--- src/rtl/vend_pkg.sv ---
// Shared types and constants for the vend_ctrl coin/vend sequencer.
// The optional change payout (VEND_CHANGE_EN) is selected in vend_ctrl.sv.
package vend_pkg;

  localparam int CREDIT_W     = 8;
  localparam int PRICE_DEF    = 20;
  localparam int COIN_A_DEF   = 5;
  localparam int COIN_B_DEF   = 10;
  localparam int DEBOUNCE_DEF = 4;

  typedef enum logic [1:0] {
    IDLE   = 2'd0,
    VEND   = 2'd1,
    CHANGE = 2'd2
  } state_t;

endpackage

--- src/rtl/vend_ctrl_debounce.sv ---
// Active-low pushbutton front end: 2-flop synchronizer plus a counter of
// consecutive low samples; one press event per press.
module coin_debounce
  import vend_pkg::*;
#(
  parameter int DEBOUNCE_CYCLES = DEBOUNCE_DEF
) (
  input  logic clk,
  input  logic rst,
  input  logic pb,
  output logic press
);

  localparam int CNT_W = $clog2(DEBOUNCE_CYCLES + 1);
  localparam logic [CNT_W-1:0] CNT_MAX = CNT_W'(DEBOUNCE_CYCLES);

  logic             sync1;
  logic             sync2;
  logic [CNT_W-1:0] cnt;

  // The counter saturates at CNT_MAX, so a held button cannot re-trigger
  // until a high sample clears it.
  always_ff @(posedge clk) begin
    if (rst) begin
      sync1 <= 1'b1;
      sync2 <= 1'b1;
      cnt   <= '0;
      press <= 1'b0;
    end else begin
      sync1 <= pb;
      sync2 <= sync1;
      press <= 1'b0;
      if (sync2) begin
        cnt <= '0;
      end else if (cnt != CNT_MAX) begin
        cnt   <= cnt + 1'b1;
        press <= (cnt == CNT_MAX - 1'b1);
      end
    end
  end

endmodule

--- src/rtl/vend_ctrl.sv ---
// Coin-acceptance and vend sequencer: pending flags, B-over-A arbiter, credit
// datapath and FSM. Define VEND_CHANGE_EN to pay leftover credit out as change.
module vend_ctrl
  import vend_pkg::*;
#(
  parameter int PRICE           = PRICE_DEF,
  parameter int COIN_A          = COIN_A_DEF,
  parameter int COIN_B          = COIN_B_DEF,
  parameter int DEBOUNCE_CYCLES = DEBOUNCE_DEF
) (
  input  logic                clk,
  input  logic                rst,
  input  logic                pb0,
  input  logic                pb1,
  output logic [7:0]          leds,
  output logic [CREDIT_W-1:0] credit,
  output logic                vend,
  output logic                change,
  output logic                reject,
  output logic                busy
);

  localparam logic [CREDIT_W-1:0] PRICE_C  = CREDIT_W'(PRICE);
  localparam logic [CREDIT_W-1:0] COIN_A_C = CREDIT_W'(COIN_A);
  localparam logic [CREDIT_W-1:0] COIN_B_C = CREDIT_W'(COIN_B);

  state_t            state;
  logic              press_a;
  logic              press_b;
  logic              pa;
  logic              pb;
  logic [CREDIT_W:0] coin_val;
  logic [CREDIT_W:0] sum;

  coin_debounce #(.DEBOUNCE_CYCLES(DEBOUNCE_CYCLES)) u_deb_a (
    .clk   (clk),
    .rst   (rst),
    .pb    (pb0),
    .press (press_a)
  );

  coin_debounce #(.DEBOUNCE_CYCLES(DEBOUNCE_CYCLES)) u_deb_b (
    .clk   (clk),
    .rst   (rst),
    .pb    (pb1),
    .press (press_b)
  );

  // The top bit of the 9-bit sum flags a coin that would overflow credit.
  always_comb begin
    coin_val = pb ? {1'b0, COIN_B_C} : {1'b0, COIN_A_C};
    sum      = {1'b0, credit} + coin_val;
  end

`ifndef VEND_CHANGE_EN
  assign change = 1'b0;
`endif

  always_ff @(posedge clk) begin
    if (rst) begin
      state  <= IDLE;
      credit <= '0;
      leds   <= '0;
      vend   <= 1'b0;
      reject <= 1'b0;
      busy   <= 1'b0;
      pa     <= 1'b0;
      pb     <= 1'b0;
`ifdef VEND_CHANGE_EN
      change <= 1'b0;
`endif
    end else begin
      vend   <= 1'b0;
      reject <= 1'b0;
      pa     <= pa | press_a;
      pb     <= pb | press_b;
      case (state)
        IDLE: begin
          if (credit >= PRICE_C) begin
            state  <= VEND;
            vend   <= 1'b1;
            busy   <= 1'b1;
            credit <= credit - PRICE_C;
            leds   <= leds + 1'b1;
          end else if (pb || pa) begin
            if (pb) pb <= 1'b0;
            else    pa <= 1'b0;
            if (sum[CREDIT_W]) reject <= 1'b1;
            else               credit <= sum[CREDIT_W-1:0];
          end
        end
        VEND: begin
`ifdef VEND_CHANGE_EN
          if (credit != '0) begin
            state <= CHANGE;
          end else begin
            state <= IDLE;
            busy  <= 1'b0;
          end
`else
          state <= IDLE;
          busy  <= 1'b0;
`endif
        end
`ifdef VEND_CHANGE_EN
        // change itself marks the pulse cycle; a cleared change is the gap.
        // Stopping below COIN_A guards against coin values that are not multiples of it.
        CHANGE: begin
          if (change) begin
            change <= 1'b0;
          end else if (credit < COIN_A_C) begin
            state <= IDLE;
            busy  <= 1'b0;
          end else begin
            change <= 1'b1;
            credit <= credit - COIN_A_C;
          end
        end
`endif
        default: begin
          state <= IDLE;
          busy  <= 1'b0;
        end
      endcase
    end
  end

endmodule

--- config.mk ---
export PLATFORM = sky130hd
export DESIGN_NAME = vend_ctrl
export DESIGN_NICKNAME = d
export VERILOG_FILES = /design/src/rtl/vend_pkg.sv /design/src/rtl/vend_ctrl_debounce.sv /design/src/rtl/vend_ctrl.sv
export SDC_FILE = /design/constraint.sdc
export NUM_CORES = 1
export LEC_CHECK = 0
export CAP_MARGIN = 20
export CORE_ASPECT_RATIO = 0.6
export CORE_UTILIZATION = 58
export CTS_CLUSTER_DIAMETER = 50
export DETAILED_ROUTE_END_ITERATION = 16
export GPL_TIMING_DRIVEN = 0
export PLACE_DENSITY = 0.87
export SYNTH_ARGS = -nofsm -noshare
export SYNTH_HDL_FRONTEND = slang
export SYNTH_HIERARCHICAL = 1
export SYNTH_SLANG_ARGS = --single-unit
--- constraint.sdc ---
create_clock -name clk -period 3.8 [get_ports clk]
set_input_delay 0.38 -clock clk [delete_from_list [all_inputs] [get_ports clk]]
set_output_delay 0.38 -clock clk [all_outputs]
set_load 0.1 [all_outputs]
## Yosys cells after proc, flatten, opt, wreduce, memory -nomap -nowiden

Index checks and enable logic that the tools add are counted.

- Bits in registers: 33
- Bits of input ports: 4
- Output and inout bits: 20
- Logic and storage cells: 57

- Add/subtract/negate cells: 5
- Magnitude comparators: 1
- Eq/ne operators: 5
- Multiplexer cells: 14
- Bitwise logic cells: 6
- Reductions and logical operators: 11

Operators by type and width:

| cell | count |
|---|---|
| $mux W8 | 3 |
| $mux W1 | 10 |
| $add A8 B4 Y9 | 1 |
| $add A8 B1 Y8 const B | 1 |
| $ge A8 B5 Y1 const B | 1 |
| $sub A8 B5 Y8 const B | 1 |
| $add A3 B1 Y3 const B | 2 |
| $eq A3 B2 Y1 const B | 2 |
| $ne A3 B3 Y1 const B | 2 |
| $reduce_or A2 Y1 | 3 |
| $reduce_or A3 Y1 | 2 |
| $mux W4 | 1 |
| $not A1 Y1 | 4 |
| $reduce_or A4 Y1 | 1 |
| $reduce_and A3 Y1 | 1 |
| $logic_not A2 Y1 | 1 |
| $ne A2 B1 Y1 const B | 1 |
| $or A1 B1 Y1 | 2 |
| $reduce_and A2 Y1 | 1 |
| $reduce_bool A2 Y1 | 1 |
| $logic_or A1 B1 Y1 | 1 |

## Logic depth before layout (Yosys ltp)

- Word-level depth: 5
- Mapped depth: 9
- Gate-level depth less buffers: 9

## Modules after synthesis

Netlist, hierarchy kept.

By module, submodules not included:

| module | times used | cells an instance | area an instance (um^2) | sequential area each (um^2) |
|---|---|---|---|---|
| vend_ctrl | 1 | 136 | 1216.2 | 420.4 |
| coin_debounce | 2 | 25 | 261.5 | 120.1 |

## Worst setup path before layout

Ideal clock, no wire load.

- Path kind: register to register
- Start: register credit[0]
- End: register credit[6]
- Setup time: 0.121 ns
- Arrival: 2.718 ns
- Required time: 3.679 ns
- Slack: 0.961 ns
- Cell stages (with the launch flop): 9
- Path buffers: 0
- Clock period less this slack: 2.839 ns
- Path through: dfxtp_1 -> ha_1 -> inv_1 -> fa_1 -> nand2b_1 -> a21oi_1 -> a211o_4 -> a2111oi_2 -> mux2_2

- Longest elaborated chain between the ends: 4
- Elaborated cells between the ends (all ways): 9
- Those cells by class: add/sub: 2; order compare: 1; eq/ne: 1; mux: 3; reduce/logical: 2

RTL lines:

| what | RTL line | source |
|---|---|---|
| start, declared | vend_ctrl.sv:16 | `output logic [CREDIT_W-1:0] credit,` |
| start signal, assigned | vend_ctrl.sv:83 | `credit <= credit - PRICE_C;` |
| start signal, assigned | vend_ctrl.sv:89 | `else credit <= sum[CREDIT_W-1:0];` |
| $add A8 B4 Y9 | vend_ctrl.sv:52 | `sum = {1'b0, credit} + coin_val;` |
| $mux W8 | vend_ctrl.sv:88 | `if (sum[CREDIT_W]) reject <= 1'b1;` |
| $mux W8 | vend_ctrl.sv:85 | `end else if (pb \|\| pa) begin` |
| $mux W8 | vend_ctrl.sv:79 | `if (credit >= PRICE_C) begin` |

Several ways; a longest one is shown, not always the timed one. The select of a mux whose other input is x is not followed.
A chain may end at the register's enable or synchronous reset.

## Worst setup path in the final report

- Start: register pb
- End: register credit[6]

- Longest elaborated chain between the ends: 5
- Elaborated cells between the ends (all ways): 9
- Those cells by class: add/sub: 1; eq/ne: 1; mux: 4; reduce/logical: 3

RTL lines:

| what | RTL line | source |
|---|---|---|
| start, declared | vend_ctrl.sv:31 | `logic pb;` |
| start signal, assigned | vend_ctrl.sv:76 | `pb <= pb \| press_b;` |
| $mux W4 | vend_ctrl.sv:51 | `coin_val = pb ? {1'b0, COIN_B_C} : {1'b0, COIN_A_C};` |
| $add A8 B4 Y9 | vend_ctrl.sv:52 |  |
| $mux W8 | vend_ctrl.sv:88 |  |
| $mux W8 | vend_ctrl.sv:85 |  |
| $mux W8 | vend_ctrl.sv:79 |  |

Several ways; a longest one is shown, not always the timed one. The select of a mux whose other input is x is not followed.

==> results.toml <==
[run_status]
status = "finished clean"

[setup_path]
r2r_cells = 9
path_cells = "inv_1, ha_1, inv_1, fa_1, nand2b_1, a21oi_1, a211o_4, a2111oi_2, mux2_2"
end_kind = "register"
path_buf_inv = 2
crit_family = "compound AO/OA/AOI/OAI gates"
cp_common_cell = "inv_1"
reg2reg_from = "pb"
cp-start-kind = "register"
worstPathMaxFanout = 8
cp_slowest_cell = "dfxtp_1"
slowest_delay_ns = 0.47
worstSetupPathType = "reg2reg"
crit_required_ns = 3.98
arrival_ns = 2.92
critPathLaunch = "pb"
cp.depth = 9

[clock_network]
worstSkewPairLatency_ns = 0.29
cts_made_buffers = 5
cts_sinks = 33
postCtsSetupBuffers = 0
htreeDepth = 2
path_clk_slew_ns = 0.07
cts_resized = 0
cts_root_buffer = "clkbuf_8"
cts_tree = "built"
postCtsHoldBufs = 0
clock_path_buffers = 2

[placement]
place_congestion = 0.9395
place_hpwl_mm = 2.734
dp_cells = 249
io_buffers = 22

[final_layout]
fin_util = 0.8012
diodes = 0
nets = 234
syn_to_final_growth_pct = 22.66
drive_above_1_share = 0.1751
fill_cells = 171
stdcell_count = 257

[floorplanning]
design.die.area_um2 = 3229
fp.dieH_um = 44.42
num_rows = 14
die_w_um = 72.70
start_util = 0.6532
coreArea_um2 = 2663
io_pins = 24

[logic_synthesis]
async_reset_ff_frac = 0
synth.distinct_cells = 46
synth_most_common_cell = "dfxtp_1"
syn_area_per_cell_um2 = 9.350
yosysWarnings = 6
synth_top_area_frac = 0.3799
synth_cells = 186
yosys-top-cells-area = "dfxtp_1, ha_1, nor2_1, a21oi_2, inv_1"
synth_flop_cell = "dfxtp_1"
synth-seq-cells = 33
seq_area_frac_synth = 0.3799
netlist_area_um2 = 1739
yosysTopAreaCell = "dfxtp_1"
yosys-top-cells-count = "dfxtp_1, nor2_1, ha_1, inv_1, nand2_1"
synth-edff-count = 0

[sta]
finalCritPeriodShare = 0.7198
rsz0062_at_grt = "false"
relSlewSlack = 0.3445
setup_viol = 0
maxSlewViolCount = 0
hold_viol_final = 0
worstMarginPinSlew_ns = 0.9802
finalClockSkew_ns = 0.006662
max_freq_mhz = 365.6
fin_crit_ns = 2.735
tns_ns = 0
whs_ns = 0.4162

[global_routing]
antenna_found_initial = 0
grt_pass1_vias = 1379
grt_remaining_overflow = 0
gr-usage-all-layers = 0.2880
grt_max_degree = 15
grt_pass1_wl_mm = 6.727

[detailed_routing]
vias = 1466
dr.pass1.iters = 4
antenna_left = 0
wirelength_mm = 4.119
avgRoutedWirePerCell_um = 16.03
drc = 0
drt_iter0_drc = 126
vias_per_cell = 5.704

[run]
max-cap-violations = 0

[pwr]
power.density_nw_per_um2 = 498.1
power.share.clock = 0.325
seqPwrFrac = 0.368
vdd_drop_max_uv = 428.3
p_leak_nw = 0.7846
swShare = 0.3615
combinationalPowerShare = 0.307
p_sw_mw = 0.3842
p_int_mw = 0.6784

[hold_path]
whs_path_depth = 1
worstHoldPathType = "reg2reg"
min-delay-start = "u_deb_b/sync1"
-- logic make-up after synthesis --
family	count (synthesis)	synth area share
DFF	33	0.3799
AOI/OAI and AO/OA	38	0.1827
xor gates and xnor gates	8	0.04028
and+or+nand+nor	71	0.2194
adders and majority gates	14	0.1050
other	1	0.002156
muxes	4	0.02518
buffers and inverters	17	0.04532
-- power by group through the flow --
| stage | Clock [mW] | Combinational (mW) | Sequential, mW |
|---|---|---|---|
| 2_1_floorplan | 0 | 0.139 | 0.504 |
| 3_3_place_gp | 0 | 0.310 | 0.397 |
| 3_5_place_dp | 0 | 0.316 | 0.396 |
| 4_1_cts | 0.344 | 0.321 | 0.389 |
| 5_1_grt | 0.360 | 0.344 | 0.393 |
| 6_report | 0.345 | 0.326 | 0.391 |
-- final cells by class --
class	instances	area [µm²]	area share
Clock buffer	6	82.58	0.03871
Buffer	5	33.78	0.01584
Tap cell	40	50.05	0.02346
Clock inverter	2	37.54	0.01760
Sequential cell	33	660.6	0.3097
Inverter	12	45.04	0.02111
Timing Repair Buffer	22	220.2	0.1032
Multi-Input combinational cell	137	1003	0.4704
-- routing by layer --
metal  routed length [µm]  global-route usage  vias to the layer above
li1                     -                   -                      707
met1                 1931              0.3809                      682
met2                 1789              0.4486                       68
met3                  347              0.1048                        9
met4                   51             0.08235                        0
met5                    0                   0                        -
-- worst paths after layout --
path | slack (ns) | to
setup / recovery | 1.06 | credit[6]
hold / removal | 0.42 | u_deb_b/sync2
setup reg to reg | 1.06 | credit[6]
hold reg to reg | 0.42 | u_deb_b/sync2
-- per-stage QoR --
stage	power, mW	worst slack, ns	area (µm²)
after floorplan	0.6424	0.9611	1743
after global routing	1.097	0.9126	2133
after CTS	1.054	1.085	2133
final	1.063	1.065	2133
after detailed placement	0.7122	1.111	2013
after global placement	0.7064	1.246	2013
-- registers in the layout (all words and copies together), names as in the netlist, 3 cells and up --
signal	cells
credit	8
leds	8
u_deb_a/cnt	3
u_deb_b/cnt	3
-- worst register-to-register path, delay by kind of cell (launching register included) --
family / cells / cell delay (ns)
AOI/OAI and AO/OA: 3 / 1.01
DFF: 1 / 0.47
adders and majority gates: 2 / 0.43
muxes: 1 / 0.37
buffers and inverters: 2 / 0.21
and+or+nand+nor: 1 / 0.12
-- layout by cell type, fill, tap and decap left out, types with 2 or more instances in the layout --
cell type	count
buf_4	2
or2_4	2
xor2_1	4
and3_1	3
xnor2_1	4
a211oi_1	5
nand2_2	2
nor2_1	26
clkdlybuf4s50_1	22
nor2b_1	3
ha_1	13
a21bo_1	2
a2111oi_2	2
clkbuf_1	2
dfxtp_1	33
inv_1	12
nand3_1	6
a311oi_1	3
a21o_2	2
nand2_1	8
a21oi_2	6
nand4_1	2
a21oi_1	6
nand2b_1	3
clkbuf_8	6
mux2_2	3
or2_2	4
conb_1	2
o21ai_0	5
nor3_1	4
Note: power is estimated with default switching activity, not from simulation.
